### config.mk
export PLATFORM = sky130hd
export DESIGN_NAME = lsu_arbiter
export DESIGN_NICKNAME = d
export VERILOG_FILES = /design/src/rtl/lsu_arb_pkg.sv /design/src/rtl/lsu_arb_prio.sv /design/src/rtl/lsu_arbiter.sv
export SDC_FILE = /design/constraint.sdc
export NUM_CORES = 1
export LEC_CHECK = 0
export ABC_AREA = 1
export ABC_CLOCK_PERIOD_IN_PS = 4600
export CAP_MARGIN = 20
export CORE_MARGIN = 10
export CORE_UTILIZATION = 36
export CTS_CLUSTER_SIZE = 16
export DETAILED_ROUTE_END_ITERATION = 8
export PLACE_DENSITY = 0.87
export SLEW_MARGIN = 25
export SYNTH_ARGS = -nofsm -noshare
export SYNTH_HDL_FRONTEND = slang
export SYNTH_SLANG_ARGS = --single-unit
### constraint.sdc
create_clock -name i_clk -period 4.6 [get_ports i_clk]
set_input_delay 0.92 -clock i_clk [delete_from_list [all_inputs] [get_ports i_clk]]
set_output_delay 0.92 -clock i_clk [all_outputs]
set_load 0.005 [all_outputs]
### src/rtl/lsu_arb_pkg.sv
// Shared types for the LSU port arbiter: FSM states, master ids and the request payload.
package lsu_arb_pkg;

    localparam int unsigned ADDR_W  = 32;
    localparam int unsigned DATA_W  = 32;
    localparam int unsigned BMASK_W = 4;

    typedef enum logic {
        IDLE    = 1'b0,
        M1_LOCK = 1'b1
    } arb_state_e;

    typedef enum logic {
        M0 = 1'b0,
        M1 = 1'b1
    } master_e;

    typedef struct packed {
        logic [ADDR_W-1:0]  addr;
        logic [DATA_W-1:0]  wdata;
        logic               wren;
        logic [BMASK_W-1:0] bmask;
        logic               u;
    } lsu_req_t;

endpackage

### src/rtl/lsu_arb_prio.sv
// Combinational winner select: M0 has priority unless M1 is starved or holds the lock.
module lsu_arb_prio (
    input  logic req0,
    input  logic req1,
    input  logic starve_hit,
    input  logic locked,
    output logic gnt0,
    output logic gnt1
);

    always_comb begin
        gnt0 = 1'b0;
        gnt1 = 1'b0;
        if (locked) begin
            gnt1 = req1;
        end else if (req1 && (!req0 || starve_hit)) begin
            gnt1 = 1'b1;
        end else begin
            gnt0 = req0;
        end
    end

endmodule

### src/rtl/lsu_arbiter.sv
// Shares one LSU port between the core (M0) and the debug/boot loader (M1), with
// a starvation guard for M1, an M1 bus lock for atomic bursts and registered load return.
module lsu_arbiter
    import lsu_arb_pkg::*;
#(
    parameter int unsigned STARVE_MAX = 4,
    parameter int unsigned LOCK_MAX   = 16
) (
    input  logic        i_clk,
    input  logic        i_reset,
    input  logic        i_m0_req,
    input  logic [31:0] i_m0_addr,
    input  logic [31:0] i_m0_wdata,
    input  logic        i_m0_wren,
    input  logic [3:0]  i_m0_bmask,
    input  logic        i_m0_u,
    output logic        o_m0_gnt,
    output logic        o_m0_rvalid,
    output logic [31:0] o_m0_rdata,
    input  logic        i_m1_req,
    input  logic [31:0] i_m1_addr,
    input  logic [31:0] i_m1_wdata,
    input  logic        i_m1_wren,
    input  logic [3:0]  i_m1_bmask,
    input  logic        i_m1_u,
    input  logic        i_m1_lock,
    output logic        o_m1_gnt,
    output logic        o_m1_rvalid,
    output logic [31:0] o_m1_rdata,
    output logic [31:0] o_lsu_addr,
    output logic [31:0] o_lsu_st_data,
    output logic        o_lsu_wren,
    output logic [3:0]  o_lsu_bmask,
    output logic        o_lsu_u,
    input  logic [31:0] i_lsu_ld_data
);

    localparam int unsigned STARVE_W = $clog2(STARVE_MAX + 1);
    localparam int unsigned LOCK_W   = $clog2(LOCK_MAX + 1);

    arb_state_e          state;
    logic [STARVE_W-1:0] starve_cnt;
    logic [LOCK_W-1:0]   lock_cnt;

    logic     req0_v;
    logic     req1_v;
    logic     starve_hit;
    logic     locked;
    logic     lock_timeout;
    logic     lock_exit;
    logic     m0_load;
    logic     m1_load;
    master_e  winner;
    lsu_req_t m0_bus;
    lsu_req_t m1_bus;
    lsu_req_t sel_bus;

    // No grants may escape while reset is held.
    assign req0_v = i_m0_req && !i_reset;
    assign req1_v = i_m1_req && !i_reset;

    assign starve_hit   = (starve_cnt == STARVE_W'(STARVE_MAX));
    assign locked       = (state == M1_LOCK);
    assign lock_timeout = locked && (lock_cnt == LOCK_W'(LOCK_MAX));
    assign lock_exit    = locked && (!i_m1_lock || lock_timeout);

    lsu_arb_prio u_prio (
        .req0       (req0_v),
        .req1       (req1_v),
        .starve_hit (starve_hit),
        .locked     (locked),
        .gnt0       (o_m0_gnt),
        .gnt1       (o_m1_gnt)
    );

    assign m0_bus = '{addr: i_m0_addr, wdata: i_m0_wdata, wren: i_m0_wren,
                      bmask: i_m0_bmask, u: i_m0_u};
    assign m1_bus = '{addr: i_m1_addr, wdata: i_m1_wdata, wren: i_m1_wren,
                      bmask: i_m1_bmask, u: i_m1_u};

    // With no grant the port idles on M0's fields, but never writes.
    assign winner  = o_m1_gnt ? M1 : M0;
    assign sel_bus = (winner == M1) ? m1_bus : m0_bus;

    assign o_lsu_addr    = sel_bus.addr;
    assign o_lsu_st_data = sel_bus.wdata;
    assign o_lsu_wren    = sel_bus.wren && (o_m0_gnt || o_m1_gnt);
    assign o_lsu_bmask   = sel_bus.bmask;
    assign o_lsu_u       = sel_bus.u;

    assign m0_load = o_m0_gnt && !i_m0_wren;
    assign m1_load = o_m1_gnt && !i_m1_wren;

    always_ff @(posedge i_clk or posedge i_reset) begin
        if (i_reset) begin
            state       <= IDLE;
            starve_cnt  <= '0;
            lock_cnt    <= '0;
            o_m0_rvalid <= 1'b0;
            o_m0_rdata  <= '0;
            o_m1_rvalid <= 1'b0;
            o_m1_rdata  <= '0;
        end else begin
            if (state == IDLE) begin
                if (o_m1_gnt && i_m1_lock) begin
                    state    <= M1_LOCK;
                    lock_cnt <= LOCK_W'(1);
                end
            end else if (lock_exit) begin
                state    <= IDLE;
                lock_cnt <= '0;
            end else begin
                lock_cnt <= lock_cnt + LOCK_W'(1);
            end

            // Count M0 wins while M1 waits; any M1 win or M1 withdrawal resets it.
            if (o_m1_gnt || !req1_v || lock_timeout) begin
                starve_cnt <= '0;
            end else if (o_m0_gnt && !starve_hit) begin
                starve_cnt <= starve_cnt + STARVE_W'(1);
            end

            o_m0_rvalid <= m0_load;
            o_m1_rvalid <= m1_load;
            if (m0_load) begin
                o_m0_rdata <= i_lsu_ld_data;
            end
            if (m1_load) begin
                o_m1_rdata <= i_lsu_ld_data;
            end
        end
    end

endmodule
==> metrics.md <==
| Metric | Value |
|---|---|
| Run status | completed |
| Worst Setup End Kind | output pin |
| RR Startpoint | locked |
| Startpoint types | input port |
| Clk slew on worst S/H paths | about 70 ps |
| Pins Over Slew Limit | 0 |
| CTS root buffer | clkbuf_8 |
| Final period util | between 80% and 90% |
| Die area | between 15000 and 20000 µm² |
| P per Cell Area | between 200 and 300 nW/µm² |
| Dpl hpwl | around 15 mm |
| Cells after synthesis | 549 |
| Die height | about 120 µm |
| Final critical-path setup slack | 479 ps |
| Hold_sp | starve_cnt[0] |
| Die width | around 120 µm |
| Final std cells w/o fill | around 990 |
| Crit. Startpoint | i_reset |
| Sequential fraction of the synthesis area | 48.2% |
| GRT Overall Usage | between 20% and 30% |
| Most common cell after layout, fill and taps aside | clkdlybuf4s50_1 |
| Gr ovfl total | 0 |
| Pre-CTS setup slack | 496 ps |
| Post-CTS Setup Bufs | 0 |
| Net Sw Power | approximately 590 µW |
| Rows | 37 |
| Final Wtd Congestion | about 0.90 |
| Synthesis Warnings | 0 |
| Vias in the first global route | 4550 |
| Seq pwr share | between 30% and 40% |
| # diodes | 0 |
| Slew headroom | a little under two fifths |
| CTS Hold Bufs | 0 |
| Critical path peak fanout | 49 |
| Antenna viol nets, final | 0 |
| MaxCap Viol Count | 0 |
| PostCTS Resize Cnt | 0 |
| R2r setup slk | between 2000 and 2500 ps |
| Most frequent cells in the layout | 314 x clkdlybuf4s50_1, 290 x nand2_1, 75 x dfrtp_1 |
| Hold/Removal Path Class | register to register |
| Slew @ Worst Pin | a little over 900 ps |
| WL final | approximately 18 mm |
| Combinational power share | between 30 and 40% |
| Clk buf depth | 2 |
| Post-Syn Nets | 730 |
| Largest net degree at the start of global routing | 76 |
| Worst endpoint required time | approximately 3700 ps |
| Number of port buffers | 314 |
| Critical setup path kind | input port to output pin |
| Initial antenna violation count | 0 |
| Internal power | around 1500 µW |
| Fmax | roughly 240 MHz |
| TritonRoute pass-1 iters | 5 |
| First DRT Iteration DRCs | 490 |
| Setup TNS | 0 ps |
| Syn_area_per_cell | 7.09 µm² |
| Arrival time of the worst setup path | ~3200 ps |
| Max rail drop VDD | 0.185 mV |
| CTS HTree Levels | 3 |
| Core area | approximately 10000 µm² |
| Initial core utilization | 37.4% |
| Worst Skew | roughly 11 ps |
| Layout area overhead | 87.1% |
| Global-route wire length before repair | between 20 and 30 mm |
| CTS tree | done |
| Clock sink total | between 70 and 80 |
| Flops & latches, synth | 75 |
| WL/cell | 17.7 µm |
| RSZ-0062 raised after global routing | false |
| DRC violations left | 0 |
| Via density | 4.57 |
| Net Sw Frac | 27.9% |
| Layout cell share with drive strength beyond 1 | 3.16% |
| Nets | 1031 |
| FILL cells | 800 |
| Crit path time final | around 4100 ps |
| Netlist Area Pre-Place | ~3900 µm² |
| Hold Fails Final Rpt | 0 |
| Post-synth cell types | 19 |
| Clk pwr share | 23.7% |
| Dpl cells | 975 |
| I/O pin count | ~320 |
| Final setup violation count | 0 |
| Total CTS buffers | 9 |
| Leak Pwr | ~0.0036 µW |
| Vias | about 4500 |
| Worst-Skew Late Latency | around 340 ps |
final cells by class:
class | instances | area, µm² | share of cell area [%]
clock buffer | 12 | 145 | 1.99
clock inverter | 4 | 50.0 | 0.687
inverter | 55 | 206 | 2.83
multi-input combinational | 390 | 1650 | 22.6
sequential | 75 | 1880 | 25.8
tap | 136 | 170 | 2.34
timing repair buffer | 319 | 3190 | 43.8
power groups by stage:
stage | combinational (µW) | clock (µW) | sequential (µW)
final | 768 | 500 | 842
after global placement | 762 | 0 | 846
after detailed placement | 775 | 0 | 852
after floorplan | 218 | 0 | 857
after global routing | 839 | 539 | 857
after CTS | 781 | 503 | 842
routing by layer:
| metal | vias up | wire, µm | track usage, % |
|---|---|---|---|
| met5 | - | 0 | 0 |
| met2 | 180 | 9360 | 38.2 |
| met1 | 2051 | 6270 | 23.6 |
| met4 | 0 | 246 | 5.68 |
| li1 | 2280 | - | - |
| met3 | 16 | 1710 | 7.60 |
Yosys cell counts:
cell / n / area share [%]
buf_2: 8 / 1.0
buf_4: 10 / 1.9
buf_6: 2 / 0.58
clkbuf_1: 9 / 0.87
dfrtp_1: 75 / 48
ha_1: 4 / 1.3
inv_1: 52 / 5.0
inv_2: 3 / 0.29
nand2_1: 290 / 28
nand2_2: 1 / 0.16
nand3_1: 15 / 1.9
nand3_2: 2 / 0.51
nand4_1: 4 / 0.64
nor2_1: 6 / 0.58
nor3_2: 1 / 0.26
o21ai_0: 3 / 0.39
o21ai_1: 62 / 8.0
xnor2_1: 1 / 0.22
xor2_1: 1 / 0.22
flip-flops by register name (all words and copies together) (netlist names):
signal,flops
lock_cnt,5
o_m0_rvalid,1
o_m1_rvalid,1
starve_cnt,3
locked,1
o_m0_rdata,32
o_m1_rdata,32
cell families (layout without fill, tap and decap cells):
kind of cell,count (synthesis),after routing,share of synthesized area (%)
fa+ha+maj,4,4,1.28
simple gates,319,319,32.0
xor+xnor,2,2,0.450
flops,75,75,48.2
compound gates,65,65,8.35
buf+inv,84,390,9.70
path summary, 6_finish.rpt:
kind | cells after the start | to
max | 8 | o_lsu_st_data[4]
min | 1 | starve_cnt[0]
max reg2reg | 5 | o_m0_rdata[18]
min reg2reg | 1 | starve_cnt[0]
max in group asynchronous | 3 | o_m0_rdata[13]
min in group asynchronous | 3 | o_m1_rvalid
worst max-delay path, cell delays in order:
cell and delay (ps):
clkdlybuf4s50_1 490, nor2_1 360, nand2_2 110, inv_2 320, buf_12 270, nand2_1 80, nand2_1 70, clkdlybuf4s50_1 570
through the flow:
stage          hold slack [ps]  total power (µW)  instance area (µm²)  util, %
2_1_floorplan              431              1070                 3890        -
3_3_place_gp               454              1610                 7090     68.1
3_5_place_dp               472              1630                 7090     68.1
4_1_cts                    481              2130                 7290     70.0
5_1_grt                    490              2230                 7290     70.0
6_report                   475              2110                 7290     70.0
(Power assumes the default switching activity.)
